**src/rtl/interrupt_sequencer_pkg.sv**
```systemverilog
// Shared definitions for the interrupt entry sequencer: state and source
// encodings, vector addresses, the stack page and status-register bit
// positions, plus the helper that forms the pushed status byte.
package interrupt_sequencer_pkg;

   typedef enum logic [2:0] {
      ST_IDLE     = 3'd0,
      ST_PUSH_PCH = 3'd1,
      ST_PUSH_PCL = 3'd2,
      ST_PUSH_PSR = 3'd3,
      ST_VEC_LO   = 3'd4,
      ST_VEC_HI   = 3'd5,
      ST_DONE     = 3'd6
   } state_e;

   // IRQ encodes as zero so the reset value of the source register is legal.
   typedef enum logic [1:0] {
      SRC_IRQ = 2'd0,
      SRC_BRK = 2'd1,
      SRC_NMI = 2'd2
   } src_e;

   localparam logic [15:0] VEC_NMI    = 16'hFFFA;
   localparam logic [15:0] VEC_IRQ    = 16'hFFFE;
   localparam logic [7:0]  STACK_PAGE = 8'h01;

   localparam int unsigned PSR_I = 2;
   localparam int unsigned PSR_B = 4;
   localparam int unsigned PSR_5 = 5;

   // Bit 5 always reads as one on the stack; B distinguishes BRK from hardware.
   function automatic logic [7:0] push_psr(input logic [7:0] psr, input logic is_brk);
      logic [7:0] r;
      r        = psr;
      r[PSR_5] = 1'b1;
      r[PSR_B] = is_brk;
      return r;
   endfunction

endpackage

```
**src/rtl/intr_edge_detect.sv**
```systemverilog
// NMI falling-edge latch.
//   clk, rst_x  : clock, synchronous active-low reset
//   nmi_n_i     : raw NMI request (active-low)
//   clr_i       : clear the pending flag (NMI accepted)
//   pending_o   : an NMI edge has been seen and not yet serviced
module intr_edge_detect (
   input  logic clk,
   input  logic rst_x,
   input  logic nmi_n_i,
   input  logic clr_i,
   output logic pending_o
);

   logic prev_q;
   logic pending_q;
   logic fall;

   assign fall      = prev_q & ~nmi_n_i;
   assign pending_o = pending_q;

   always_ff @(posedge clk) begin
      if (!rst_x) begin
         prev_q    <= 1'b1;
         pending_q <= 1'b0;
      end else begin
         prev_q    <= nmi_n_i;
         // A fresh edge in the same cycle as the clear must not be lost.
         pending_q <= fall | (pending_q & ~clr_i);
      end
   end

endmodule

```
**src/rtl/interrupt_sequencer.sv**
```systemverilog
// Interrupt entry sequencer: on an instruction boundary, arbitrates NMI/BRK/IRQ,
// pushes PCH, PCL and PSR to the stack page, then fetches the two-byte vector
// and hands it to the register file.
//   clk, rst_x               : clock, synchronous active-low reset
//   nmi_n, irq_n, brk_req    : interrupt requests
//   boundary                 : instruction boundary pulse (only start point)
//   busy, done               : sequence status
//   mem_*                    : memory access handshake (held until mem_ack)
//   intr_s/intr_psr/intr_pc  : current SP, status and PC
//   intr_pushed              : push acknowledged, SP decrements
//   intr_data, intr_set_*    : vector byte and register-file load strobes
//
// state       | meaning
// ------------+-----------------------------------------
// ST_IDLE     | waiting for a boundary with a request
// ST_PUSH_PCH | writing PC high byte to stack
// ST_PUSH_PCL | writing PC low byte to stack
// ST_PUSH_PSR | writing status byte to stack
// ST_VEC_LO   | reading vector low byte, set I (and B)
// ST_VEC_HI   | reading vector high byte
// ST_DONE     | one-cycle completion pulse
module interrupt_sequencer
   import interrupt_sequencer_pkg::*;
(
   input  logic        clk,
   input  logic        rst_x,
   input  logic        nmi_n,
   input  logic        irq_n,
   input  logic        brk_req,
   input  logic        boundary,
   output logic        busy,
   output logic        done,
   output logic        mem_req,
   output logic        mem_we,
   output logic [15:0] mem_addr,
   output logic [7:0]  mem_wdata,
   input  logic [7:0]  mem_rdata,
   input  logic        mem_ack,
   input  logic [7:0]  intr_s,
   input  logic [7:0]  intr_psr,
   input  logic [15:0] intr_pc,
   output logic        intr_pushed,
   output logic [7:0]  intr_data,
   output logic        intr_set_pcl,
   output logic        intr_set_pch,
   output logic        intr_set_i,
   output logic        intr_set_b
);

   state_e      state_q, state_d;
   src_e        src_q, src_d;
   logic [15:0] pc_q, pc_d;
   logic        busy_q, done_q, mem_req_q, mem_we_q;
   logic        nmi_pending;
   logic        nmi_clr;
   logic        start;
   logic        is_push, is_vec;
   logic [15:0] vec_base;

   intr_edge_detect u_nmi (
      .clk       (clk),
      .rst_x     (rst_x),
      .nmi_n_i   (nmi_n),
      .clr_i     (nmi_clr),
      .pending_o (nmi_pending)
   );

   always_comb begin
      state_d = state_q;
      src_d   = src_q;
      pc_d    = pc_q;
      nmi_clr = 1'b0;
      start   = 1'b0;
      case (state_q)
         ST_IDLE: begin
            if (boundary) begin
               if (nmi_pending) begin
                  src_d   = SRC_NMI;
                  nmi_clr = 1'b1;
                  start   = 1'b1;
               end else if (brk_req) begin
                  src_d = SRC_BRK;
                  start = 1'b1;
               end else if (!irq_n && !intr_psr[PSR_I]) begin
                  src_d = SRC_IRQ;
                  start = 1'b1;
               end
            end
            if (start) begin
               pc_d    = intr_pc;
               state_d = ST_PUSH_PCH;
            end
         end
         ST_PUSH_PCH: if (mem_ack) state_d = ST_PUSH_PCL;
         ST_PUSH_PCL: if (mem_ack) state_d = ST_PUSH_PSR;
         ST_PUSH_PSR: if (mem_ack) state_d = ST_VEC_LO;
         ST_VEC_LO:   if (mem_ack) state_d = ST_VEC_HI;
         ST_VEC_HI:   if (mem_ack) state_d = ST_DONE;
         ST_DONE:     state_d = ST_IDLE;
         default:     state_d = ST_IDLE;
      endcase
   end

   // Status/handshake qualifiers are registered from the next state so they
   // line up with the state register without extra decode on the outputs.
   always_ff @(posedge clk) begin
      if (!rst_x) begin
         state_q   <= ST_IDLE;
         src_q     <= SRC_IRQ;
         pc_q      <= 16'h0000;
         busy_q    <= 1'b0;
         done_q    <= 1'b0;
         mem_req_q <= 1'b0;
         mem_we_q  <= 1'b0;
      end else begin
         state_q   <= state_d;
         src_q     <= src_d;
         pc_q      <= pc_d;
         busy_q    <= (state_d != ST_IDLE);
         done_q    <= (state_d == ST_DONE);
         mem_req_q <= (state_d inside {ST_PUSH_PCH, ST_PUSH_PCL, ST_PUSH_PSR,
                                        ST_VEC_LO, ST_VEC_HI});
         mem_we_q  <= (state_d inside {ST_PUSH_PCH, ST_PUSH_PCL, ST_PUSH_PSR});
      end
   end

   assign is_push  = (state_q inside {ST_PUSH_PCH, ST_PUSH_PCL, ST_PUSH_PSR});
   assign is_vec   = (state_q inside {ST_VEC_LO, ST_VEC_HI});
   assign vec_base = (src_q == SRC_NMI) ? VEC_NMI : VEC_IRQ;

   assign busy    = busy_q;
   assign done    = done_q;
   assign mem_req = mem_req_q;
   assign mem_we  = mem_we_q;

   // The stack address follows intr_s live so each SP decrement is seen by the
   // next push without a local copy.
   always_comb begin
      mem_addr  = 16'h0000;
      mem_wdata = 8'h00;
      case (state_q)
         ST_PUSH_PCH: begin
            mem_addr  = {STACK_PAGE, intr_s};
            mem_wdata = pc_q[15:8];
         end
         ST_PUSH_PCL: begin
            mem_addr  = {STACK_PAGE, intr_s};
            mem_wdata = pc_q[7:0];
         end
         ST_PUSH_PSR: begin
            mem_addr  = {STACK_PAGE, intr_s};
            mem_wdata = push_psr(intr_psr, src_q == SRC_BRK);
         end
         ST_VEC_LO: mem_addr = vec_base;
         ST_VEC_HI: mem_addr = {vec_base[15:1], 1'b1};
         default: ;
      endcase
   end

   assign intr_pushed  = is_push & mem_ack;
   assign intr_data    = (is_vec & mem_ack) ? mem_rdata : 8'h00;
   assign intr_set_pcl = (state_q == ST_VEC_LO) & mem_ack;
   assign intr_set_i   = (state_q == ST_VEC_LO) & mem_ack;
   assign intr_set_b   = (state_q == ST_VEC_LO) & mem_ack & (src_q == SRC_BRK);
   assign intr_set_pch = (state_q == ST_VEC_HI) & mem_ack;

endmodule

```
**config.mk**
```make
export PLATFORM = sky130hd
export DESIGN_NAME = interrupt_sequencer
export DESIGN_NICKNAME = d
export VERILOG_FILES = /design/src/rtl/interrupt_sequencer_pkg.sv /design/src/rtl/intr_edge_detect.sv /design/src/rtl/interrupt_sequencer.sv
export SDC_FILE = /design/constraint.sdc
export NUM_CORES = 1
export LEC_CHECK = 0
export ABC_AREA = 0
export BUFFER_PORTS_ARGS = -buffer_cell sky130_fd_sc_hd__buf_2
export CAP_MARGIN = 20
export CORE_ASPECT_RATIO = 2
export CORE_MARGIN = 2
export CORE_UTILIZATION = 40
export DETAILED_ROUTE_END_ITERATION = 16
export PLACE_DENSITY = 0.77
export SYNTH_ARGS = -nofsm -noshare
export SYNTH_HDL_FRONTEND = slang
export SYNTH_HIERARCHICAL = 1
export SYNTH_SLANG_ARGS = --single-unit
```
**constraint.sdc**
```tcl
create_clock -name clk -period 1.3 [get_ports clk]
set_input_delay 0.195 -clock clk [delete_from_list [all_inputs] [get_ports clk]]
set_output_delay 0.195 -clock clk [all_outputs]
set_load 0.01 [all_outputs]
```
==> results_tabular.tex, run 1 <==
\begin{tabular}{lr}
\hline
Metric & Value \\
\hline
\multicolumn{2}{l}{\textbf{Status}} \\
Outcome & finished with violations \\
Violated checks & negative setup slack \\
\multicolumn{2}{l}{\textbf{Worst hold path}} \\
Worst hold path type & input port to flip-flop \\
\multicolumn{2}{l}{\textbf{Floorplanning}} \\
Row Count & 32 \\
I/O pin cnt & 88 \\
Core footprint & 0.00380 mm\^{}2 \\
Width of the die & 48.1 um \\
Effective utilization at floorplan & 0.408 \\
Full die area & 0.00443 mm\^{}2 \\
Die height & 92.1 um \\
\multicolumn{2}{l}{\textbf{Worst setup path}} \\
Delay-heaviest family, CP & flip-flops \\
Max Fanout on Critical Path & 5 \\
Required time reported for the critical path endpoint & 1.11 ns \\
Critical path type & flip-flop to output port \\
Delay contributed by the slowest stage of the critical path & 0.41 ns \\
Nature of the critical path startpoint & flip-flop \\
Number of buffers and inverters on the critical path & 2 \\
Worst path slowest cell & sky130\_fd\_sc\_hd\_\_dfxtp\_4 \\
Nature of the critical path endpoint & output port \\
Critical path data arrival time & 1.43 ns \\
Chain of cells forming the critical path & buf\_6, mux2\_4, a22oi\_2, nor2\_1, buf\_2 \\
\multicolumn{2}{l}{\textbf{Detailed routing}} \\
Routed vias/inst & 5.06 \\
Count of nets left with antenna violations after detail routing & 0 \\
Total length of routed wires & 4950 um \\
Pre-Repair DR Iteration Count & 4 \\
Number of DRC violations after detailed-routing iteration 0 & 27 \\
Via count of the routed design & 1755 \\
Routed WL per cell & 14.3 um \\
DRC violations left & 0 \\
\multicolumn{2}{l}{\textbf{Timing}} \\
Worst hold margin & 0.104 ns \\
Worst setup skew after layout & 0.00608 ns \\
Final period demand of the worst path & 1.63 ns \\
Final period util & 1.25 \\
Setup ws final & -0.326 ns \\
Max Slew Vio Count & 0 \\
Fin. Hold Viols & 0 \\
Transition at the pin with the smallest max-transition slack & 0.392 ns \\
Worst slew slack as a fraction of its limit & 0.739 \\
Number of failing setup endpoints in the final timing report & 58 \\
Peak clock frequency supported by timing & 0.615 GHz \\
RSZ-0062 raised after global routing & true \\
\multicolumn{2}{l}{\textbf{Global routing}} \\
Total congestion overflow & 0 \\
Initial antenna violation count & 0 \\
Via count of the first global-routing pass & 1550 \\
Global-route wire length before repair & 6470 um \\
Global-route usage over all layers & 0.195 \\
Pin count of the biggest net entering global routing & 28 \\
\multicolumn{2}{l}{\textbf{Flow run}} \\
Maxcap violations & 0 \\
\multicolumn{2}{l}{\textbf{Place}} \\
Final weighted congestion in routability-driven placement & 0.803 \\
Cell count after placement & 332 \\
Area after detailed placement & 0.00211 mm\^{}2 \\
Detailed-placement wirelength estimate & 3040 um \\
Quantity of I/O buffers inserted on ports & 85 \\
Setup slack after placement & -0.131 ns \\
\multicolumn{2}{l}{\textbf{Layout}} \\
Area growth from synthesis to layout & 70.9\% \\
FF/Latch Area & 549 um\^{}2 \\
Antenna cells & 0 \\
Filler Cells Inserted & 280 \\
Post-layout instance count excluding filler cells & 347 \\
Proportion of layout cells with a drive suffix above 1 & 0.595 \\
Footprint of the multi-input gates & 0.00109 mm\^{}2 \\
Layout Nets & 344 \\
Post-route cell area & 0.00265 mm\^{}2 \\
\multicolumn{2}{l}{\textbf{Logic synthesis}} \\
Count of warnings emitted by yosys & 6 \\
XOR/XNOR share of the synthesized area & 0 \\
Avg Cell Area, Syn & 7.92 um\^{}2 \\
Seq cells post-synth & 27 \\
Total standard cell area after synthesis & 0.00155 mm\^{}2 \\
Gate Count Post-Synth & 196 \\
Dominant register cell in the synthesized netlist & sky130\_fd\_sc\_hd\_\_dfxtp\_1 \\
Compound-gate portion of the synthesized area & 0.122 \\
Distinct cell type count of the synthesized netlist & 35 \\
Portion of netlist area occupied by mux cells & 0.147 \\
Fraction of the mapped netlist area in simple logic gates & 0.295 \\
Largest area contributor in the netlist & sky130\_fd\_sc\_hd\_\_dfxtp\_1 \\
Number of nets produced by synthesis & 243 \\
Share of the yosys chip area belonging to registers & 0.348 \\
Main combinational cell family by area after synthesis & simple AND/OR/NAND/NOR gates \\
Biggest area contributors in the synthesized netlist & sky130\_fd\_sc\_hd\_\_dfxtp\_1 (35\%), sky130\_fd\_sc\_hd\_\_mux2i\_1 (10\%), sky130\_fd\_sc\_hd\_\_nand2\_1 (9.9\%), sky130\_fd\_sc\_hd\_\_nor2\_1 (6.0\%), sky130\_fd\_sc\_hd\_\_mux2\_2 (4.4\%) \\
EDFF count, synth & 0 \\
Share of the synthesized area in the top cell type & 0.348 \\
Proportion of synthesized flip-flops having asynchronous set or reset & 0 \\
Fraction of the mapped netlist area in adder cells & 0 \\
\multicolumn{2}{l}{\textbf{CTS}} \\
TritonCTS clock tree & yes \\
Sink Count & 27 \\
Clock buffer count from CTS & 3 \\
Bufs on Longest Clock Path & 2 \\
Clk pin slew, worst setup/hold paths & 0.09 ns \\
H-tree levels & 1 \\
Clock latency on the worst-skew pair & 0.28 ns \\
Clk root buf & sky130\_fd\_sc\_hd\_\_clkbuf\_8 \\
\multicolumn{2}{l}{\textbf{Pwr}} \\
Worst vdd ir & 834 uV \\
Leak & 1.27 nW \\
Power density relative to cell area & 808 mW/mm\^{}2 \\
\hline
\end{tabular}
[path summary, 6_finish.rpt]
| check | end | start | cells after the start | slack [ns] |
|---|---|---|---|---|
| setup / recovery | mem_wdata[2] | state_q[1] | 5 | -0.33 |
| hold / removal | u_nmi/prev_q | nmi_n | 2 | 0.10 |
| setup reg to reg | pc_q[0] | state_q[2] | 7 | -0.21 |
| hold reg to reg | pc_q[12] | pc_q[12] | 2 | 0.46 |
[cells in the mapped netlist, drive strengths merged (4+ instances only)]
| cell | instances |
|---|---|
| nand2b | 6 |
| buf | 14 |
| o21ai | 5 |
| mux2i | 16 |
| and3 | 10 |
| a21oi | 7 |
| nand2 | 41 |
| dfxtp | 27 |
| nor2b | 4 |
| nor2 | 25 |
| a22oi | 5 |
| mux2 | 6 |
| clkbuf | 8 |
[metal layers]
| metal | track usage | vias to the layer above | share of wire |
|---|---|---|---|
| li1 | - | 848 | - |
| met1 | 0.211 | 818 | 0.36 |
| met2 | 0.340 | 78 | 0.56 |
| met3 | 0.0256 | 11 | 0.054 |
| met4 | 0.0923 | 0 | 0.022 |
| met5 | 0 | - | 0 |
[cells in the final DEF, fill, tap and decap left out, types with 2 or more instances in the layout]
cell	instances
sky130_fd_sc_hd__and3_1	2
sky130_fd_sc_hd__buf_4	10
sky130_fd_sc_hd__nand2b_1	4
sky130_fd_sc_hd__nor2_1	13
sky130_fd_sc_hd__nor2b_1	3
sky130_fd_sc_hd__buf_6	33
sky130_fd_sc_hd__a22oi_2	5
sky130_fd_sc_hd__inv_2	2
sky130_fd_sc_hd__o21a_1	2
sky130_fd_sc_hd__mux2_4	5
sky130_fd_sc_hd__o21ai_2	3
sky130_fd_sc_hd__nor2_2	11
sky130_fd_sc_hd__buf_2	70
sky130_fd_sc_hd__o21ai_0	2
sky130_fd_sc_hd__nand2b_4	2
sky130_fd_sc_hd__nor3_4	2
sky130_fd_sc_hd__and3_4	8
sky130_fd_sc_hd__dfxtp_1	24
sky130_fd_sc_hd__and2_1	2
sky130_fd_sc_hd__a21oi_1	5
sky130_fd_sc_hd__mux2i_1	16
sky130_fd_sc_hd__a21oi_2	2
sky130_fd_sc_hd__dfxtp_4	2
sky130_fd_sc_hd__nand2_2	3
sky130_fd_sc_hd__buf_12	3
sky130_fd_sc_hd__clkbuf_8	3
sky130_fd_sc_hd__nand2_1	37
[what timing repair did]
item | 4_1_cts | 5_1_grt
hold endpoints to repair | 0 | 0
gates resized for setup | 31 | 69
pin swaps | 9 | 25
hold buffers | 0 | 0
setup endpoints to repair | 55 | 58
setup buffers | 2 | 7
gates cloned | 1 | 2
[sequential cells by signal, summed over array words and instances, names as in the netlist]
signal	flops
src_q	2
u_nmi/pending_o	1
u_nmi/prev_q	1
state_q	3
done	1
busy	1
mem_we	1
mem_req	1
pc_q	16
[per-stage QoR]
stage	setup TNS [ns]	utilization	power, mW
6_report	-11.13	0.698	2.14
5_1_grt	-14.51	0.698	2.25
4_1_cts	-12.69	0.612	2.06
3_5_place_dp	-1.81	0.555	1.48
3_3_place_gp	-1.33	0.555	1.46
2_1_floorplan	0	-	1.25
[worst register-to-register path, cell delays in order (launching register included)]
cell and delay, ns:
sky130_fd_sc_hd__dfxtp_4 0.36, sky130_fd_sc_hd__buf_6 0.12, sky130_fd_sc_hd__nor3_4 0.19, sky130_fd_sc_hd__buf_6 0.13
sky130_fd_sc_hd__o311a_4 0.21, sky130_fd_sc_hd__buf_12 0.11, sky130_fd_sc_hd__buf_12 0.12, sky130_fd_sc_hd__mux2i_1 0.20
[cells by family (layout without fill, tap and decap cells)]
group / count (synthesis) / after routing
muxes: 22 / 22
AOI/OAI and AO/OA: 26 / 26
and+or+nand+nor: 97 / 97
DFF: 27 / 27
buffers and inverters: 24 / 124
[layout make-up]
cell class | count | area share
Multi-Input combinational cell | 145 | 0.410
Timing Repair Buffer | 118 | 0.339
Sequential cell | 27 | 0.207
Tap cell | 51 | 0.0240
Clock buffer | 4 | 0.0170
Inverter | 2 | 0.00283
[power by group]
group	total (mW)	internal, mW	leakage (nW)	switching (mW)
Clock	0.488	0.220	0.0228	0.268
Sequential	0.934	0.889	0.224	0.0441
Combinational	0.722	0.392	1.03	0.330
Total	2.14	1.50	1.27	0.642
Note: power is estimated with default switching activity, not from simulation.
==> run 2, diff against run 1 <==
==> constraint.sdc (replaced) <==
create_clock -name clk -period 1.3 [get_ports clk]
set_input_delay 0.325 -clock clk [delete_from_list [all_inputs] [get_ports clk]]
set_output_delay 0.325 -clock clk [all_outputs]
set_load 0.01 [all_outputs]
==> run 2 against run 1 <==
Compared with the run above:
- the flow still finishes with violations (negative setup slack)
- critical path depth is the same
- final area grew 1.2%
- global-route usage grew 3.1 points
- combinational power shrank 3.2%
- first-iteration DRC count grew 41%
- setup slack lost 0.15 ns
- sequential share of layout area shrank 0.16 points
- via count grew 1.1%
- utilization grew 0.86 points
- die area is the same
- register-to-register slack lost 0.05 ns
- fmax shrank 8.3%
- critical path type unchanged
- largest cell class unchanged
- largest power group unchanged
==> results_tabular.tex, run 2 (synthesis gave the netlist of run 1 again) <==
\begin{tabular}{lr}
\hline
Metric & Value \\
\hline
\multicolumn{2}{l}{\textbf{Worst setup path}} \\
Nature of the critical path startpoint & flip-flop \\
Critical path data arrival time & 1.45 ns \\
Max Fanout on Critical Path & 8 \\
Chain of cells forming the critical path & buf\_6, nor3\_4, nand2b\_4, nor2\_2, buf\_2 \\
Worst flop-to-flop path startpoint & state\_q[1] \\
Required time reported for the critical path endpoint & 0.98 ns \\
Critical path type & flip-flop to output port \\
Startpoint of the worst setup timing path & state\_q[1] \\
Nature of the critical path endpoint & output port \\
Delay contributed by the slowest stage of the critical path & 0.40 ns \\
Worst path slowest cell & sky130\_fd\_sc\_hd\_\_dfxtp\_4 \\
\multicolumn{2}{l}{\textbf{Timing}} \\
Fin. Hold Viols & 0 \\
Number of failing setup endpoints in the final timing report & 58 \\
Sum Neg Setup Slack & -18.68 ns \\
Final period demand of the worst path & 1.77 ns \\
Peak clock frequency supported by timing & 0.564 GHz \\
Transition at the pin with the smallest max-transition slack & 0.343 ns \\
Setup ws final & -0.472 ns \\
Worst setup skew after layout & 0.00613 ns \\
RSZ-0062 raised after global routing & true \\
Worst slew slack as a fraction of its limit & 0.769 \\
Max Slew Vio Count & 0 \\
Final period util & 1.36 \\
\multicolumn{2}{l}{\textbf{Pwr}} \\
Leak & 1.29 nW \\
Clock network fraction of total power & 0.222 \\
Power density relative to cell area & 784 mW/mm\^{}2 \\
Psw & 618 uW \\
Final Total Pwr & 2.11 mW \\
Fraction of power consumed by combinational cells & 0.332 \\
Worst vdd ir & 927 uV \\
Net Sw Frac & 0.293 \\
Internal & 1.49 mW \\
Part of the total power dissipated in sequential elements & 0.446 \\
\multicolumn{2}{l}{\textbf{CTS}} \\
Bufs on Longest Clock Path & 2 \\
Clock latency on the worst-skew pair & 0.27 ns \\
Clk pin slew, worst setup/hold paths & 0.08 ns \\
Sink Count & 27 \\
H-tree levels & 1 \\
Number of buffers inserted for hold repair after clock tree synthesis & 0 \\
Clk root buf & sky130\_fd\_sc\_hd\_\_clkbuf\_8 \\
Clock buffer count from CTS & 3 \\
TritonCTS clock tree & yes \\
\multicolumn{2}{l}{\textbf{Global routing}} \\
Pin count of the biggest net entering global routing & 26 \\
Global-route usage over all layers & 0.226 \\
Global-route wire length before repair & 7290 um \\
Via count of the first global-routing pass & 1774 \\
Total congestion overflow & 0 \\
Initial antenna violation count & 0 \\
\multicolumn{2}{l}{\textbf{Detailed routing}} \\
Via count of the routed design & 1775 \\
DRC violations left & 0 \\
Pre-Repair DR Iteration Count & 4 \\
Routed vias/inst & 5.04 \\
Routed WL per cell & 14.6 um \\
Count of nets left with antenna violations after detail routing & 0 \\
Number of DRC violations after detailed-routing iteration 0 & 38 \\
Total length of routed wires & 5150 um \\
\multicolumn{2}{l}{\textbf{Layout}} \\
Antenna cells & 0 \\
Area growth from synthesis to layout & 73.0\% \\
Top register by number of flip-flops & pc\_q \\
Commonest non-fill, non-tap cell in the layout & sky130\_fd\_sc\_hd\_\_buf\_2 \\
Layout Nets & 349 \\
Registers with the most flip-flops & pc\_q: 16 flops, state\_q: 3 flops, src\_q: 2 flops \\
Post-route cell area & 0.00269 mm\^{}2 \\
Flip-flop count of the largest register, all copies and words added & 16 \\
Proportion of layout cells with a drive suffix above 1 & 0.588 \\
Highest-count cells in the layout ignoring fill and taps & sky130\_fd\_sc\_hd\_\_buf\_2 (66), sky130\_fd\_sc\_hd\_\_nand2\_1 (37), sky130\_fd\_sc\_hd\_\_buf\_6 (28) \\
Post-layout instance count excluding filler cells & 352 \\
\multicolumn{2}{l}{\textbf{Floorplanning}} \\
I/O pin cnt & 88 \\
Row Count & 32 \\
Core footprint & 0.00380 mm\^{}2 \\
Width of the die & 48.1 um \\
Die height & 92.1 um \\
Full die area & 0.00443 mm\^{}2 \\
Effective utilization at floorplan & 0.408 \\
\multicolumn{2}{l}{\textbf{Place}} \\
Cell count after placement & 336 \\
Final weighted congestion in routability-driven placement & 0.740 \\
Area after detailed placement & 0.00223 mm\^{}2 \\
Quantity of I/O buffers inserted on ports & 85 \\
Setup slack after placement & -0.158 ns \\
Detailed-placement wirelength estimate & 3190 um \\
\multicolumn{2}{l}{\textbf{Worst hold path}} \\
Worst hold path type & input port to flip-flop \\
Worst Hold Launch & nmi\_n \\
\multicolumn{2}{l}{\textbf{Status}} \\
Violated checks & negative setup slack \\
Outcome & finished with violations \\
\multicolumn{2}{l}{\textbf{Flow run}} \\
Maxcap violations & 0 \\
\hline
\end{tabular}
## run 2: power groups by stage
stage / sequential [mW] / clock, mW / combinational (mW)
after floorplan: 0.945 / 0 / 0.333
after global placement: 0.953 / 0 / 0.549
after detailed placement: 0.957 / 0 / 0.559
after CTS: 0.935 / 0.479 / 0.665
after global routing: 0.944 / 0.506 / 0.755
final: 0.939 / 0.468 / 0.699
## run 2: worst paths after layout
| check | endpoint | cells past startpoint | slack (ns) |
|---|---|---|---|
| setup / recovery | mem_addr[7] | 5 | -0.47 |
| hold reg to reg | pc_q[12] | 2 | 0.46 |
| hold / removal | u_nmi/prev_q | 2 | 0.24 |
| setup reg to reg | pc_q[5] | 6 | -0.26 |
## run 2: metal layers
layer	track usage	wire length (um)	vias to the layer above
li1	-	-	859
met1	0.203	1660	824
met2	0.438	3060	76
met3	0.0157	232	16
met4	0.113	198	0
met5	0	0	-
## run 2: repair_timing
item	in CTS	in global routing
gates resized for setup	36	29
pin swaps	17	15
endpoints found under the setup margin	38	59
buffers inserted	7	4
cloned	2	0
## run 2: cell type report
| cell class | count | area [um^2] |
|---|---|---|
| inverters | 2 | 7.51 |
| multi-input cells | 145 | 1060 |
| clock buffers | 4 | 45.0 |
| well taps | 51 | 63.8 |
| fillers | 275 | 1120 |
| repair buffers | 123 | 953 |
| flip-flops and latches | 27 | 552 |
## run 2: through the flow
stage,utilization,hold slack [ns]
floorplan,-,0.398
global route,0.706,0.251
finish,0.706,0.244
global placement,0.588,0.442
CTS,0.667,0.245
detailed placement,0.588,0.453
## run 2: worst max-delay path, delay by kind of cell (launching register included)
kind / cells / cell delay, ns
AND/OR/NAND/NOR: 3 / 0.49
buffers and inverters: 2 / 0.28
flip-flops: 1 / 0.40
==> run 3, diff against run 2 <==
--- a/config.mk
+++ b/config.mk
@@ -5,14 +5,14 @@
 export SDC_FILE = /design/constraint.sdc
 export NUM_CORES = 1
 export LEC_CHECK = 0
-export ABC_AREA = 0
+export ABC_AREA = 1
 export BUFFER_PORTS_ARGS = -buffer_cell sky130_fd_sc_hd__buf_2
 export CAP_MARGIN = 20
 export CORE_ASPECT_RATIO = 2
 export CORE_MARGIN = 2
-export CORE_UTILIZATION = 40
+export CORE_UTILIZATION = 38
 export DETAILED_ROUTE_END_ITERATION = 16
-export PLACE_DENSITY = 0.77
+export PLACE_DENSITY = 0.76
 export SYNTH_ARGS = -nofsm -noshare
 export SYNTH_HDL_FRONTEND = slang
 export SYNTH_HIERARCHICAL = 1
==> run 3 against run 2 <==
Compared with the run above:
- the flow still finishes with violations (negative setup slack)
- fmax increased by 4.4%
- power increased by 5.5%
- highest routed layer unchanged
- routed wire length decreased by 7.7%
- critical path type unchanged
==> results_tabular.tex, run 3 <==
\begin{tabular}{lr}
\hline
Metric & Value \\
\hline
\multicolumn{2}{l}{\textbf{Logic synthesis}} \\
Fraction of the mapped netlist area in adder cells & 0 \\
Seq cells post-synth & 27 \\
Avg Cell Area, Syn & 6.64 um\^{}2 \\
Number of nets produced by synthesis & 257 \\
Total standard cell area after synthesis & 0.00140 mm\^{}2 \\
Top cell types by occurrence after synthesis & sky130\_fd\_sc\_hd\_\_nor2\_1 (48), sky130\_fd\_sc\_hd\_\_nand2\_1 (37), sky130\_fd\_sc\_hd\_\_dfxtp\_1 (27) \\
Portion of netlist area occupied by mux cells & 0 \\
Compound-gate portion of the synthesized area & 0.150 \\
Dominant register cell in the synthesized netlist & sky130\_fd\_sc\_hd\_\_dfxtp\_1 \\
Count of warnings emitted by yosys & 6 \\
Share of the synthesized area in the top cell type & 0.387 \\
XOR/XNOR share of the synthesized area & 0 \\
Main combinational cell family by area after synthesis & simple AND/OR/NAND/NOR gates \\
Gate Count Post-Synth & 210 \\
Cell with the most instances after synthesis & sky130\_fd\_sc\_hd\_\_nor2\_1 \\
EDFF count, synth & 0 \\
Proportion of synthesized flip-flops having asynchronous set or reset & 0 \\
Distinct cell type count of the synthesized netlist & 24 \\
Share of the yosys chip area belonging to registers & 0.387 \\
Biggest area contributors in the synthesized netlist & sky130\_fd\_sc\_hd\_\_dfxtp\_1 (39\%), sky130\_fd\_sc\_hd\_\_nor2\_1 (13\%), sky130\_fd\_sc\_hd\_\_nand2\_1 (10\%), sky130\_fd\_sc\_hd\_\_o21ai\_0 (7.9\%), sky130\_fd\_sc\_hd\_\_inv\_1 (7.0\%) \\
Largest area contributor in the netlist & sky130\_fd\_sc\_hd\_\_dfxtp\_1 \\
Fraction of the mapped netlist area in simple logic gates & 0.318 \\
\multicolumn{2}{l}{\textbf{Place}} \\
Quantity of I/O buffers inserted on ports & 85 \\
Area after detailed placement & 0.00202 mm\^{}2 \\
Final weighted congestion in routability-driven placement & 0.788 \\
Detailed-placement wirelength estimate & 2810 um \\
\multicolumn{2}{l}{\textbf{Layout}} \\
Proportion of layout cells with a drive suffix above 1 & 0.545 \\
Highest-count cells in the layout ignoring fill and taps & sky130\_fd\_sc\_hd\_\_buf\_2 (73), sky130\_fd\_sc\_hd\_\_nor2\_1 (42), sky130\_fd\_sc\_hd\_\_nand2\_1 (28) \\
Area growth from synthesis to layout & 80.9\% \\
Footprint of the multi-input gates & 891 um\^{}2 \\
Post-route cell area & 0.00252 mm\^{}2 \\
Filler Cells Inserted & 282 \\
Registers with the most flip-flops & pc\_q: 16 flops, state\_q: 3 flops, src\_q: 2 flops \\
Flip-flop count of the largest register, all copies and words added & 16 \\
Layout Nets & 367 \\
FF/Latch Area & 549 um\^{}2 \\
Top register by number of flip-flops & pc\_q \\
Antenna cells & 0 \\
Commonest non-fill, non-tap cell in the layout & sky130\_fd\_sc\_hd\_\_buf\_2 \\
\multicolumn{2}{l}{\textbf{Floorplanning}} \\
Full die area & 0.00420 mm\^{}2 \\
I/O pin cnt & 88 \\
Core footprint & 0.00357 mm\^{}2 \\
Effective utilization at floorplan & 0.391 \\
Row Count & 31 \\
Width of the die & 46.8 um \\
Die height & 89.7 um \\
\multicolumn{2}{l}{\textbf{CTS}} \\
Clk pin slew, worst setup/hold paths & 0.08 ns \\
Number of buffers inserted for hold repair after clock tree synthesis & 0 \\
TritonCTS clock tree & yes \\
Clock buffer count from CTS & 3 \\
Clock latency on the worst-skew pair & 0.28 ns \\
H-tree levels & 1 \\
Sink Count & 27 \\
Bufs on Longest Clock Path & 2 \\
Clk root buf & sky130\_fd\_sc\_hd\_\_clkbuf\_8 \\
\multicolumn{2}{l}{\textbf{Worst setup path}} \\
Delay contributed by the slowest stage of the critical path & 0.37 ns \\
Required time reported for the critical path endpoint & 0.98 ns \\
Critical path type & flip-flop to output port \\
Max Fanout on Critical Path & 6 \\
Nature of the critical path startpoint & flip-flop \\
Library cell appearing most often on the critical path & sky130\_fd\_sc\_hd\_\_nand2\_8 \\
Worst path slowest cell & sky130\_fd\_sc\_hd\_\_dfxtp\_4 \\
Register-to-register setup slack & -0.24 ns \\
Delay-heaviest family, CP & buffers and inverters \\
Number of buffers and inverters on the critical path & 4 \\
Nature of the critical path endpoint & output port \\
Critical path data arrival time & 1.37 ns \\
Chain of cells forming the critical path & inv\_2, buf\_6, nand2\_8, clkinv\_8, nand2\_8, nor4\_4, buf\_2 \\
\multicolumn{2}{l}{\textbf{Timing}} \\
Fin. Hold Viols & 0 \\
Max Slew Vio Count & 0 \\
RSZ-0062 raised after global routing & true \\
Worst slew slack as a fraction of its limit & 0.778 \\
Transition at the pin with the smallest max-transition slack & 0.333 ns \\
Worst setup skew after layout & 0.00296 ns \\
Setup ws final & -0.398 ns \\
Peak clock frequency supported by timing & 0.589 GHz \\
Final period demand of the worst path & 1.70 ns \\
Final period util & 1.31 \\
Number of failing setup endpoints in the final timing report & 60 \\
\multicolumn{2}{l}{\textbf{Global routing}} \\
Global-route wire length before repair & 6520 um \\
Pin count of the biggest net entering global routing & 18 \\
Via count of the first global-routing pass & 1539 \\
Initial antenna violation count & 0 \\
Global-route usage over all layers & 0.215 \\
Total congestion overflow & 0 \\
\multicolumn{2}{l}{\textbf{Detailed routing}} \\
Total length of routed wires & 4750 um \\
Pre-Repair DR Iteration Count & 4 \\
DRC violations left & 0 \\
Number of DRC violations after detailed-routing iteration 0 & 26 \\
Routed WL per cell & 12.9 um \\
Routed vias/inst & 4.72 \\
Count of nets left with antenna violations after detail routing & 0 \\
Via count of the routed design & 1737 \\
\multicolumn{2}{l}{\textbf{Status}} \\
Outcome & finished with violations \\
Violated checks & negative setup slack \\
\multicolumn{2}{l}{\textbf{Worst hold path}} \\
Worst hold path type & input port to flip-flop \\
\multicolumn{2}{l}{\textbf{Pwr}} \\
Leak & 1.35 nW \\
Power density relative to cell area & 881 mW/mm\^{}2 \\
Worst vdd ir & 728 uV \\
Final Total Pwr & 2.22 mW \\
\multicolumn{2}{l}{\textbf{Flow run}} \\
Maxcap violations & 0 \\
\hline
\end{tabular}
[run 3: cell types whose count changed in the layout (fill, tap and decap cells not counted), sizes merged, moves of 3 or more]
cell / change
o21ai: +17
nor2b: -4
mux2i: -16
buf: -9
mux2: -6
a22oi: -3
nor2: +26
inv: +29
nand3: +10
o21a: +4
nand2b: -6
a21oi: -4
and3: -10
[run 3: layout make-up]
class,instances,share of cell area
Sequential cell,27,0.218
Multi-Input combinational cell,142,0.353
Tap cell,49,0.0243
Clock inverter,1,0.00198
Timing Repair Buffer,114,0.322
Clock buffer,3,0.0164
Timing Repair inverter,2,0.00694
Inverter,30,0.0575
[run 3: what timing repair did]
item,CTS,global route
pin swaps,11,6
cloned,5,0
gates resized for setup,70,25
setup buffers,9,0
setup endpoints to repair,55,61
[run 3: worst min-delay path, delay by kind of cell]
family / cells / cell delay, ns
simple gates: 1 / 0.04
buf+inv: 2 / 0.11
[run 3: cell families (layout without fill, tap and decap cells)]
logic type	count (synthesis)	count (layout)
flip-flops	27	27
buffers and inverters	43	150
AO/OA/AOI/OAI	36	36
AND/OR/NAND/NOR	104	106
[run 3: metrics by stage]
stage                     hold WS (ns)   util  setup TNS [ns]  setup WS [ns]  std cells
after detailed placement         0.447  0.567           -4.00         -0.173        350
after global routing             0.242  0.707          -19.91         -0.517        368
final                            0.226  0.707          -15.13         -0.398        368
after floorplan                  0.394      -          -0.139        -0.0196        210
after CTS                        0.224  0.679          -13.37         -0.351        368
after global placement           0.437  0.567           -3.04         -0.153        350
[run 3: path summary, 6_finish.rpt]
path / from / endpoint / cells past startpoint
min reg2reg: u_nmi/prev_q / u_nmi/pending_o / 2
max reg2reg: state_q[1] / pc_q[0] / 10
min: nmi_n / u_nmi/prev_q / 3
max: state_q[1] / intr_set_b / 7
[run 3: per-layer routing]
layer  wire [um]  part of all wire  vias up  track usage
li1            -                 -      875            -
met1        1530              0.32      775        0.212
met2        2760              0.58       69        0.386
met3         257             0.054       18       0.0180
met4         206             0.043        0        0.162
met5           0                 0        -            0
[run 3: report_power, final]
part	switching (mW)	internal, mW	leakage, nW
Sequential	0.0548	0.912	0.225
Clock	0.259	0.215	0.0255
Combinational	0.403	0.378	1.10
